<file path="src/rtl/fix_pkg.sv">
// Shared FIX datapath constants and the transmit trailer state type.
package fix_pkg;

    localparam logic [7:0] FIX_SOH  = 8'h01;
    localparam logic [7:0] ASCII_0  = 8'h30;
    localparam logic [7:0] ASCII_1  = 8'h31;
    localparam logic [7:0] ASCII_EQ = 8'h3D;

    typedef enum logic [3:0] {
        ST_IDLE,
        ST_BODY,
        ST_TAG1,
        ST_TAG0,
        ST_EQ,
        ST_D2,
        ST_D1,
        ST_D0,
        ST_TSOH
    } tx_trailer_state_t;

endpackage

</file>
<file path="src/rtl/fix_tx_trailer_if.sv">
// Byte-stream handshake between message builder, trailer block and line side.
interface fix_tx_trailer_if;

    logic [7:0] in_data_i;
    logic       in_valid_i;
    logic       in_start_i;
    logic       in_end_i;
    logic       in_ready_o;
    logic [7:0] out_data_o;
    logic       out_valid_o;
    logic       out_ready_i;
    logic       out_last_o;

    // The trailer block itself: consumes the body stream, produces the line stream.
    modport slave (
        input  in_data_i, in_valid_i, in_start_i, in_end_i, out_ready_i,
        output in_ready_o, out_data_o, out_valid_o, out_last_o
    );

    // The surrounding logic: drives the body stream, sinks the line stream.
    modport master (
        output in_data_i, in_valid_i, in_start_i, in_end_i, out_ready_i,
        input  in_ready_o, out_data_o, out_valid_o, out_last_o
    );

endinterface

</file>
<file path="src/rtl/fix_bin2dec3.sv">
// Combinational 8-bit binary to three BCD digits (hundreds 0..2, tens, units).
module fix_bin2dec3 (
    input  logic [7:0] bin_i,
    output logic [3:0] hundreds_o,
    output logic [3:0] tens_o,
    output logic [3:0] units_o
);

    logic [7:0] rem_h;

    // Compare/subtract cascade: strip hundreds first, then find the largest tens multiple.
    always_comb begin
        hundreds_o = 4'd0;
        rem_h      = bin_i;
        if (bin_i >= 8'd200) begin
            hundreds_o = 4'd2;
            rem_h      = bin_i - 8'd200;
        end else if (bin_i >= 8'd100) begin
            hundreds_o = 4'd1;
            rem_h      = bin_i - 8'd100;
        end
        tens_o  = 4'd0;
        units_o = rem_h[3:0];
        for (int i = 1; i < 10; i++) begin
            if (rem_h >= 8'(i * 10)) begin
                tens_o  = 4'(i);
                units_o = 4'(rem_h - 8'(i * 10));
            end
        end
    end

endmodule

</file>
<file path="src/rtl/fix_tx_trailer.sv">
// Forwards an outgoing FIX body and appends "10=NNN<SOH>" from the running byte sum.
module fix_tx_trailer
    import fix_pkg::*;
#(
    parameter logic [7:0] SOH_CHAR = FIX_SOH
) (
    input  logic             clk,
    input  logic             rst,
    fix_tx_trailer_if.slave  bus,
    output logic [7:0]       checksum_o,
    output logic             checksum_valid_o,
    output logic             frame_err_o
);

    tx_trailer_state_t state_q, state_d;
    logic [7:0] sum_q, sum_d;
    logic [7:0] checksum_q, checksum_d;
    logic       checksum_valid_q, checksum_valid_d;
    logic       frame_err_q, frame_err_d;
    logic [7:0] out_data_q, out_data_d;
    logic       out_valid_q, out_valid_d;
    logic       out_last_q, out_last_d;

    logic       reg_free;
    logic       in_ready;
    logic       accept;
    logic [7:0] body_sum;
    logic [3:0] dig_h, dig_t, dig_u;

    assign reg_free = !out_valid_q || bus.out_ready_i;
    assign in_ready = ((state_q == ST_IDLE) || (state_q == ST_BODY)) && reg_free;
    assign accept   = bus.in_valid_i && in_ready;
    // A start byte always restarts the sum, even when it abandons a message in BODY.
    assign body_sum = bus.in_start_i ? bus.in_data_i : (sum_q + bus.in_data_i);

    fix_bin2dec3 u_bin2dec3 (
        .bin_i      (checksum_q),
        .hundreds_o (dig_h),
        .tens_o     (dig_t),
        .units_o    (dig_u)
    );

    // Next-state logic: body forwarding, sum tracking and trailer byte sequencing.
    always_comb begin
        state_d          = state_q;
        sum_d            = sum_q;
        checksum_d       = checksum_q;
        checksum_valid_d = 1'b0;
        frame_err_d      = 1'b0;
        out_data_d       = out_data_q;
        out_valid_d      = out_valid_q;
        out_last_d       = out_last_q;
        if (reg_free) begin
            out_valid_d = 1'b0;
            out_last_d  = 1'b0;
        end
        case (state_q)
            ST_IDLE: begin
                if (accept) begin
                    if (bus.in_start_i) begin
                        out_data_d  = bus.in_data_i;
                        out_valid_d = 1'b1;
                        sum_d       = bus.in_data_i;
                        if (bus.in_end_i) begin
                            checksum_d       = bus.in_data_i;
                            checksum_valid_d = 1'b1;
                            state_d          = ST_TAG1;
                        end else begin
                            state_d = ST_BODY;
                        end
                    end else begin
                        frame_err_d = 1'b1;
                    end
                end
            end
            ST_BODY: begin
                if (accept) begin
                    out_data_d  = bus.in_data_i;
                    out_valid_d = 1'b1;
                    sum_d       = body_sum;
                    frame_err_d = bus.in_start_i;
                    if (bus.in_end_i) begin
                        checksum_d       = body_sum;
                        checksum_valid_d = 1'b1;
                        state_d          = ST_TAG1;
                    end
                end
            end
            ST_TAG1: if (reg_free) begin
                out_data_d  = ASCII_1;
                out_valid_d = 1'b1;
                state_d     = ST_TAG0;
            end
            ST_TAG0: if (reg_free) begin
                out_data_d  = ASCII_0;
                out_valid_d = 1'b1;
                state_d     = ST_EQ;
            end
            ST_EQ: if (reg_free) begin
                out_data_d  = ASCII_EQ;
                out_valid_d = 1'b1;
                state_d     = ST_D2;
            end
            ST_D2: if (reg_free) begin
                out_data_d  = ASCII_0 + {4'h0, dig_h};
                out_valid_d = 1'b1;
                state_d     = ST_D1;
            end
            ST_D1: if (reg_free) begin
                out_data_d  = ASCII_0 + {4'h0, dig_t};
                out_valid_d = 1'b1;
                state_d     = ST_D0;
            end
            ST_D0: if (reg_free) begin
                out_data_d  = ASCII_0 + {4'h0, dig_u};
                out_valid_d = 1'b1;
                state_d     = ST_TSOH;
            end
            ST_TSOH: if (reg_free) begin
                out_data_d  = SOH_CHAR;
                out_valid_d = 1'b1;
                out_last_d  = 1'b1;
                state_d     = ST_IDLE;
            end
            default: state_d = ST_IDLE;
        endcase
    end

    // State and output registers; reset drops any partial message and pending trailer.
    always_ff @(posedge clk) begin
        if (rst) begin
            state_q          <= ST_IDLE;
            sum_q            <= 8'h00;
            checksum_q       <= 8'h00;
            checksum_valid_q <= 1'b0;
            frame_err_q      <= 1'b0;
            out_data_q       <= 8'h00;
            out_valid_q      <= 1'b0;
            out_last_q       <= 1'b0;
        end else begin
            state_q          <= state_d;
            sum_q            <= sum_d;
            checksum_q       <= checksum_d;
            checksum_valid_q <= checksum_valid_d;
            frame_err_q      <= frame_err_d;
            out_data_q       <= out_data_d;
            out_valid_q      <= out_valid_d;
            out_last_q       <= out_last_d;
        end
    end

    assign bus.in_ready_o   = in_ready;
    assign bus.out_data_o   = out_data_q;
    assign bus.out_valid_o  = out_valid_q;
    assign bus.out_last_o   = out_last_q;
    assign checksum_o       = checksum_q;
    assign checksum_valid_o = checksum_valid_q;
    assign frame_err_o      = frame_err_q;

endmodule
</file>
<file path="src/flat_wrapper.sv">
// flat-port wrapper written by rule: the top's interface ports become plain ports
module fix_tx_trailer_flat import fix_pkg::*;
#(
    parameter logic [7:0] SOH_CHAR = FIX_SOH
)
  (clk, rst, checksum_o, checksum_valid_o, frame_err_o, bus_in_data_i, bus_in_valid_i, bus_in_start_i, bus_in_end_i, bus_out_ready_i, bus_in_ready_o, bus_out_data_o, bus_out_valid_o, bus_out_last_o);
  fix_tx_trailer_if bus_i ();
  input  logic clk;
  input  logic rst;
  output logic [7:0] checksum_o;
  output logic checksum_valid_o;
  output logic frame_err_o;
  input wire logic [$bits(bus_i.in_data_i)-1:0] bus_in_data_i;
  input wire logic [$bits(bus_i.in_valid_i)-1:0] bus_in_valid_i;
  input wire logic [$bits(bus_i.in_start_i)-1:0] bus_in_start_i;
  input wire logic [$bits(bus_i.in_end_i)-1:0] bus_in_end_i;
  input wire logic [$bits(bus_i.out_ready_i)-1:0] bus_out_ready_i;
  output wire logic [$bits(bus_i.in_ready_o)-1:0] bus_in_ready_o;
  output wire logic [$bits(bus_i.out_data_o)-1:0] bus_out_data_o;
  output wire logic [$bits(bus_i.out_valid_o)-1:0] bus_out_valid_o;
  output wire logic [$bits(bus_i.out_last_o)-1:0] bus_out_last_o;
  assign bus_i.in_data_i = bus_in_data_i;
  assign bus_i.in_valid_i = bus_in_valid_i;
  assign bus_i.in_start_i = bus_in_start_i;
  assign bus_i.in_end_i = bus_in_end_i;
  assign bus_i.out_ready_i = bus_out_ready_i;
  assign bus_in_ready_o = bus_i.in_ready_o;
  assign bus_out_data_o = bus_i.out_data_o;
  assign bus_out_valid_o = bus_i.out_valid_o;
  assign bus_out_last_o = bus_i.out_last_o;
  fix_tx_trailer #(.SOH_CHAR(SOH_CHAR)) u_core (.clk(clk), .rst(rst), .bus(bus_i), .checksum_o(checksum_o), .checksum_valid_o(checksum_valid_o), .frame_err_o(frame_err_o));
endmodule
</file>
<file path="config.mk">
export PLATFORM = sky130hd
export DESIGN_NAME = fix_tx_trailer_flat
export DESIGN_NICKNAME = d
export VERILOG_FILES = /design/src/rtl/fix_pkg.sv /design/src/rtl/fix_tx_trailer_if.sv /design/src/rtl/fix_bin2dec3.sv /design/src/rtl/fix_tx_trailer.sv /design/src/flat_wrapper.sv
export SDC_FILE = /design/constraint.sdc
export NUM_CORES = 1
export LEC_CHECK = 0
export CORE_ASPECT_RATIO = 2
export CORE_MARGIN = 8
export CORE_UTILIZATION = 45
export CTS_CLUSTER_DIAMETER = 60
export DETAILED_ROUTE_END_ITERATION = 7
export PLACE_DENSITY = 0.71
export SYNTH_ARGS = -nofsm -noshare
export SYNTH_HDL_FRONTEND = slang
export SYNTH_SLANG_ARGS = --single-unit
</file>
<file path="constraint.sdc">
create_clock -name clk -period 8 [get_ports clk]
set_input_delay 1.6 -clock clk [delete_from_list [all_inputs] [get_ports clk]]
set_output_delay 1.6 -clock clk [all_outputs]
set_load 0.03 [all_outputs]
</file>
Yosys cells after proc, flatten, opt, wreduce, memory -nomap -nowiden
Cells that the tools add are included.
- add/subtract/negate cells: 15
- $lt $le $gt $ge: 11
- equal/unequal tests: 20
- multiplexer cells: 73
- reduce and logical (&&, ||, !) cells: 13
- operator list (operator ; number):
    8-bit two-way mux ; 19
    4-bit two-way mux ; 28
    8-bit one-hot mux with 9 select lines ; 1
    4-bit one-hot mux with 9 select lines ; 1
    8-bit by 7-bit greater-or-equal comparator with 1-bit output (second input constant) ; 4
    8-bit one-hot mux with 2 select lines ; 2
    8-bit by 6-bit greater-or-equal comparator with 1-bit output (second input constant) ; 3
    11-bit AND reduction ; 2
    4-bit subtractor (second input constant) ; 5
    2-bit by 1-bit inequality test with 1-bit output (second input constant) ; 9
    1-bit two-way mux ; 17
    4-bit by 3-bit equality test with 1-bit output (second input constant) ; 4
    8-bit by 5-bit greater-or-equal comparator with 1-bit output (second input constant) ; 2
    6-bit by 4-bit adder with 7-bit output (first input constant) ; 2
    9-bit nonzero test ; 1
    8-bit adder ; 1
    4-bit by 2-bit equality test with 1-bit output (second input constant) ; 2
    8-bit by 4-bit greater-or-equal comparator with 1-bit output (second input constant) ; 1
    8-bit greater-or-equal comparator (second input constant) ; 1
    4-bit by 3-bit subtractor with 4-bit output (second input constant) ; 2
    8-bit by 7-bit subtractor with 8-bit output (second input constant) ; 1
    8-bit subtractor (second input constant) ; 1
    6-bit by 2-bit adder with 7-bit output (first input constant) ; 1
    7-bit OR reduction ; 1
    other kinds (15) ; 21
- register bits after elaboration: 32
- output and inout port bits: 21
- logic and storage cells: 140

Logic depth before layout (Yosys ltp)
- word-level depth: 16
- gate-level depth with buffers: 18

Hierarchy
A second synthesis with hierarchy kept.
- cells, all modules: 387
- area, all modules: 3124.2 um2
- modules (own cells, without submodules) (module ; instances ; cells each ; area each (um2) ; seq. area each (um2)):
    fix_tx_trailer ; 1 ; 224 ; 1888.1 ; 640.6
    fix_bin2dec3 ; 1 ; 163 ; 1236.2 ; 0.0

Worst setup path after synthesis
No wires, ideal clock.
- path kind: flip-flop to flip-flop
- start point: register u_core.checksum_q[3], in the netlist u_core.checksum_o[3]
- end point: register u_core.out_data_q[2], in the netlist u_core.bus.out_data_o[2]
- arrival: 3.700 ns
- data required time: 7.919 ns
- slack: 4.220 ns
- stages on the path, launching flop included: 16
- clock period less this slack: 3.780 ns
- cells stage by stage: dfxtp_1 -> clkbuf_1 -> inv_1 -> ha_1 -> or3b_2 -> o21ai_1 -> nor2_1 -> xnor2_2 -> inv_1 -> ha_1 -> a21o_1 -> or3_1 -> mux2_2 -> o211ai_1 -> o2111ai_1 -> a41oi_1
- longest elaborated chain between the ends: 16
- elaborated cells between the ends (all ways): 51
- RTL lines (what ; RTL line ; RTL):
    start, declared ; fix_tx_trailer.sv:17 ; logic [7:0] checksum_q, checksum_d;
    start signal, assigned ; fix_tx_trailer.sv:143 ; checksum_q <= checksum_d;
    8-bit by 7-bit subtractor with 8-bit output or 8-bit by 7-bit greater-or-equal comparator with 1-bit output (tied branches) ; fix_bin2dec3.sv:20, fix_bin2dec3.sv:18 ;
    8-bit two-way mux ; fix_bin2dec3.sv:18 ; end else if (bin_i >= 8'd100) begin
    8-bit two-way mux ; fix_bin2dec3.sv:15 ; if (bin_i >= 8'd200) begin
    8-bit by 4-bit greater-or-equal comparator with 1-bit output or 4-bit subtractor (tied branches) ; fix_bin2dec3.sv:25, fix_bin2dec3.sv:27 ;
    4-bit two-way mux or 1-bit two-way mux (tied branches) ; fix_bin2dec3.sv:25 ; if (rem_h >= 8'(i * 10)) begin
    4-bit two-way mux (8 in series) ; fix_bin2dec3.sv:25 ;
    6-bit by 4-bit adder with 7-bit output, on equally long branches ; fix_tx_trailer.sv:115, fix_tx_trailer.sv:110 ;
    8-bit two-way mux, on equally long branches ; fix_tx_trailer.sv:114, fix_tx_trailer.sv:109 ;
    8-bit one-hot mux with 9 select lines * ; fix_tx_trailer.sv:57 ; case (state_q)
    end signal, assigned ; fix_tx_trailer.sv:146 ; out_data_q <= out_data_d;
    end, declared ; fix_tx_trailer.sv:20 ; logic [7:0] out_data_q, out_data_d;
Every way passes the cells marked *; elsewhere a longest branch is shown, timed or not. The select of a mux whose other input is x is not followed.
A chain may end at the register's enable or synchronous reset.

Worst setup path after layout
- start point: input bus_out_ready_i
- end point: output bus_in_ready_o
- longest elaborated chain between the ends: 2
- RTL lines (what ; RTL line ; RTL):
    start, declared ; flat_wrapper.sv:17 ; input wire logic [$bits(bus_i.out_ready_i)-1:0] bus_out_ready_i;
    1-bit logical OR ; fix_tx_trailer.sv:30 ; assign reg_free = !out_valid_q || bus.out_ready_i;
    1-bit logical AND ; fix_tx_trailer.sv:31 ; assign in_ready = ((state_q == ST_IDLE) || (state_q == ST_BODY)) && reg_free;
    end, declared ; flat_wrapper.sv:18 ; output wire logic [$bits(bus_i.in_ready_o)-1:0] bus_in_ready_o;
No other way between the ends.

==> impl_metrics.py <==
metrics = {
    "routing": {
        "ant_nets": 0,
        "routed_wl_mm": 8.79,
        "vias_per_cell": 6.09,
        "firstDrtPassIters": 5,
        "drc": 0,
        "wl_per_cell_um": 17.8,
        "dr_total_vias": 3017,
        "drt_iter0_markers": 269,
    },
    "cts": {
        "hold_buffers": 0,
        "cts.repair.resized": 0,
        "cts_max_level": 2,
        "clockBufferDepth": 2,
        "clkSinkCount": 32,
        "clock-root-buffer": "clkbuf_16",
        "numCtsBuffers": 5,
        "post_cts.repair.setup_buffers": 0,
        "clk_pin_slew_ps": 50,
        "cts_tree": "yes",
        "clk_latency_ps": 280,
    },
    "synth": {
        "synth_top_cell_area_share_pct": 21.8,
        "synth_area_um2": 2940,
        "postSynthAreaPerCell_um2": 7.67,
        "synth_cell_types": 74,
        "synth-compound-area-share_pct": 33.4,
        "synth_flop_cell": "dfxtp_1",
        "yosys-top-cells-area": "dfxtp_1 (22%), ha_1 (8.1%), nor2_1 (6.6%)",
        "synth_warnings": 0,
        "synth_top_area_cell": "dfxtp_1",
        "synth_top_family_by_area": "compound AO/OA/AOI/OAI gates",
        "syn_inst": 384,
        "synth_edf_count": 0,
        "yosysSeqAreaShare_pct": 21.8,
        "ys_seq_elements": 32,
        "yosys.area_share.simple_pct": 24.0,
        "yosys.area_share.adder_pct": 8.75,
        "synth-xor-area-share_pct": 4.72,
        "muxShareOfSynthArea_pct": 1.78,
        "synth.net_count": 418,
        "synthArstFlopShare_pct": 0,
    },
    "floorplan": {
        "die_x_um": 73.2,
        "core_um2": 6310,
        "rows": 41,
        "die_h_um": 130,
        "dieArea_um2": 9540,
        "ios": 35,
        "initial_utilization_pct": 46.7,
    },
    "sta": {
        "period_share_pct": 59.2,
        "rsz0062_at_grt": "no",
        "tightest_slew_ps": 1200,
        "fmax_mhz": 211,
        "drv_slew": 0,
        "clock-skew-final_ps": 2.76,
        "fin_tns_setup_ps": 0,
        "setup_viol": 0,
        "slew_headroom_pct": 19.7,
        "hold_violations": 0,
        "period_minus_slack_ps": 4740,
    },
    "final_layout": {
        "drive_gt1_share_pct": 8.80,
        "areaGrowthSynthToFinish_pct": 17.6,
        "nNetsFinal": 442,
        "layout_commonest_cell": "nor2_1",
        "diodes": 0,
        "final_cell_mix": "nor2_1 (52), clkdlybuf4s50_1 (34), dfxtp_1 (32)",
    },
    "worst_hold_path": {
        "hold_path.class": "register to register",
        "whs_path_depth": 2,
    },
    "grt": {
        "grt_first_pass_wirelength_mm": 14.3,
        "antenna_found_initial": 0,
        "grt-ovfl-total": 0,
        "track_usage_pct": 19.1,
        "grt_max_degree": 33,
        "grt_pass1_vias": 3033,
    },
    "setup_path": {
        "critPathLaunchType": "input pin",
        "worstPathRequired_ps": 6400,
        "end_kind": "output pin",
        "ff2ff_setup_slack_ps": 3610,
        "cp_max_fo": 4,
        "reg2reg_depth": 15,
        "worstSetupPathType": "input pin to output pin",
        "arrival_ps": 3140,
        "rr_endpoint": "u_core.bus.out_data_o[2]$_SDFFE_PP0P_",
        "r2r_start": "u_core.checksum_o[3]$_SDFFE_PP0P_",
    },
    "power_and_ir_drop": {
        "power.total_mw": 0.656,
        "ir_drop_uv": 186,
        "powerDensity_nw_per_um2": 189,
        "p_leak_nw": 1.29,
    },
    "run": {
        "drv_cap": 0,
    },
    "placed_design": {
        "place_congestion": 0.907,
        "portBuffers": 34,
        "dp_hpwl_mm": 6.67,
    },
    "run_status": {
        "outcome": "finished clean",
    },
}
report_power, final:
group	switching, mW	total (mW)	internal [mW]
registers	0.0231	0.200	0.176
clock network	0.0722	0.195	0.123
logic	0.155	0.261	0.107
total	0.250	0.656	0.406
per-layer routing:
layer  vias up  track usage (%)  share of wire (%)
met5         -                0                  0
met4         0             13.9                5.4
met3        35             3.28                4.7
met2       131             35.0                 54
met1      1387             18.4                 36
li1       1464                -                  -
area by class of cell:
type / instances / area, µm²
fill: 610 / 2850
multi-input combinational: 314 / 2140
sequential: 32 / 641
timing repair buffer: 36 / 355
clock buffer: 6 / 139
tap: 86 / 108
inverter: 19 / 71.3
clock inverter: 2 / 10.0
metrics by stage:
step / util [%] / instances / hold WS (ps) / cell area, µm² / setup slack [ps]
floorplan: - / 384 / 482 / 2940 / 4220
global placement: 52.5 / 487 / 441 / 3310 / 3310
detailed placement: 52.5 / 487 / 449 / 3310 / 3280
CTS: 54.8 / 495 / 456 / 3460 / 3250
global route: 54.8 / 495 / 484 / 3460 / 3210
finish: 54.8 / 495 / 453 / 3460 / 3260
kinds of logic after synthesis:
kind of cell    Yosys count
compound gates          137
simple gates            137
buf+inv                  38
flops                    32
fa+ha+maj                20
xor+xnor                 15
mux                       5
worst max-delay path by stage:
| stage | start | endpoint | slack [ps] | cells after the start |
|---|---|---|---|---|
| CTS | bus_out_ready_i | bus_in_ready_o | 3250 | 5 |
| global route | bus_out_ready_i | bus_in_ready_o | 3210 | 5 |
| floorplan | u_core.checksum_o[3]$_SDFFE_PP0P_ | u_core.bus.out_data_o[2]$_SDFFE_PP0P_ | 4220 | 15 |
| finish | bus_out_ready_i | bus_in_ready_o | 3260 | 5 |
| global placement | bus_out_ready_i | bus_in_ready_o | 3310 | 5 |
| detailed placement | bus_out_ready_i | bus_in_ready_o | 3280 | 5 |
sequential cells by signal, summed over array words and instances, names as in the netlist, named ones only:
signal,count
u_core.bus.out_data_o,8
u_core.checksum_o,8
u_core.sum_q,8
u_core.state_q,4
u_core.bus.out_valid_o,1
u_core.checksum_valid_o,1
u_core.frame_err_o,1
cells in the mapped netlist (all sizes together), types with 4 or more instances:
| library cell | count |
|---|---|
| a211oi | 23 |
| xor2 | 5 |
| xnor2 | 10 |
| nor3 | 12 |
| o21ai | 23 |
| ha | 19 |
| o31ai | 4 |
| buf | 5 |
| a21oi | 35 |
| dfxtp | 32 |
| nand2 | 29 |
| o211ai | 5 |
| inv | 19 |
| a22oi | 5 |
| nor3b | 4 |
| clkbuf | 14 |
| nor4 | 4 |
| nor2 | 52 |
| nand2b | 10 |
| or3b | 4 |
| a31oi | 5 |
| a21o | 8 |
worst max-delay path: stages:
cell and delay [ps]:
clkdlybuf4s50_1 480, nand2b_1 180, nand2_1 130, inv_1 80
clkdlybuf4s50_1 660
No activity file was read; power rests on OpenSTA's default activity.
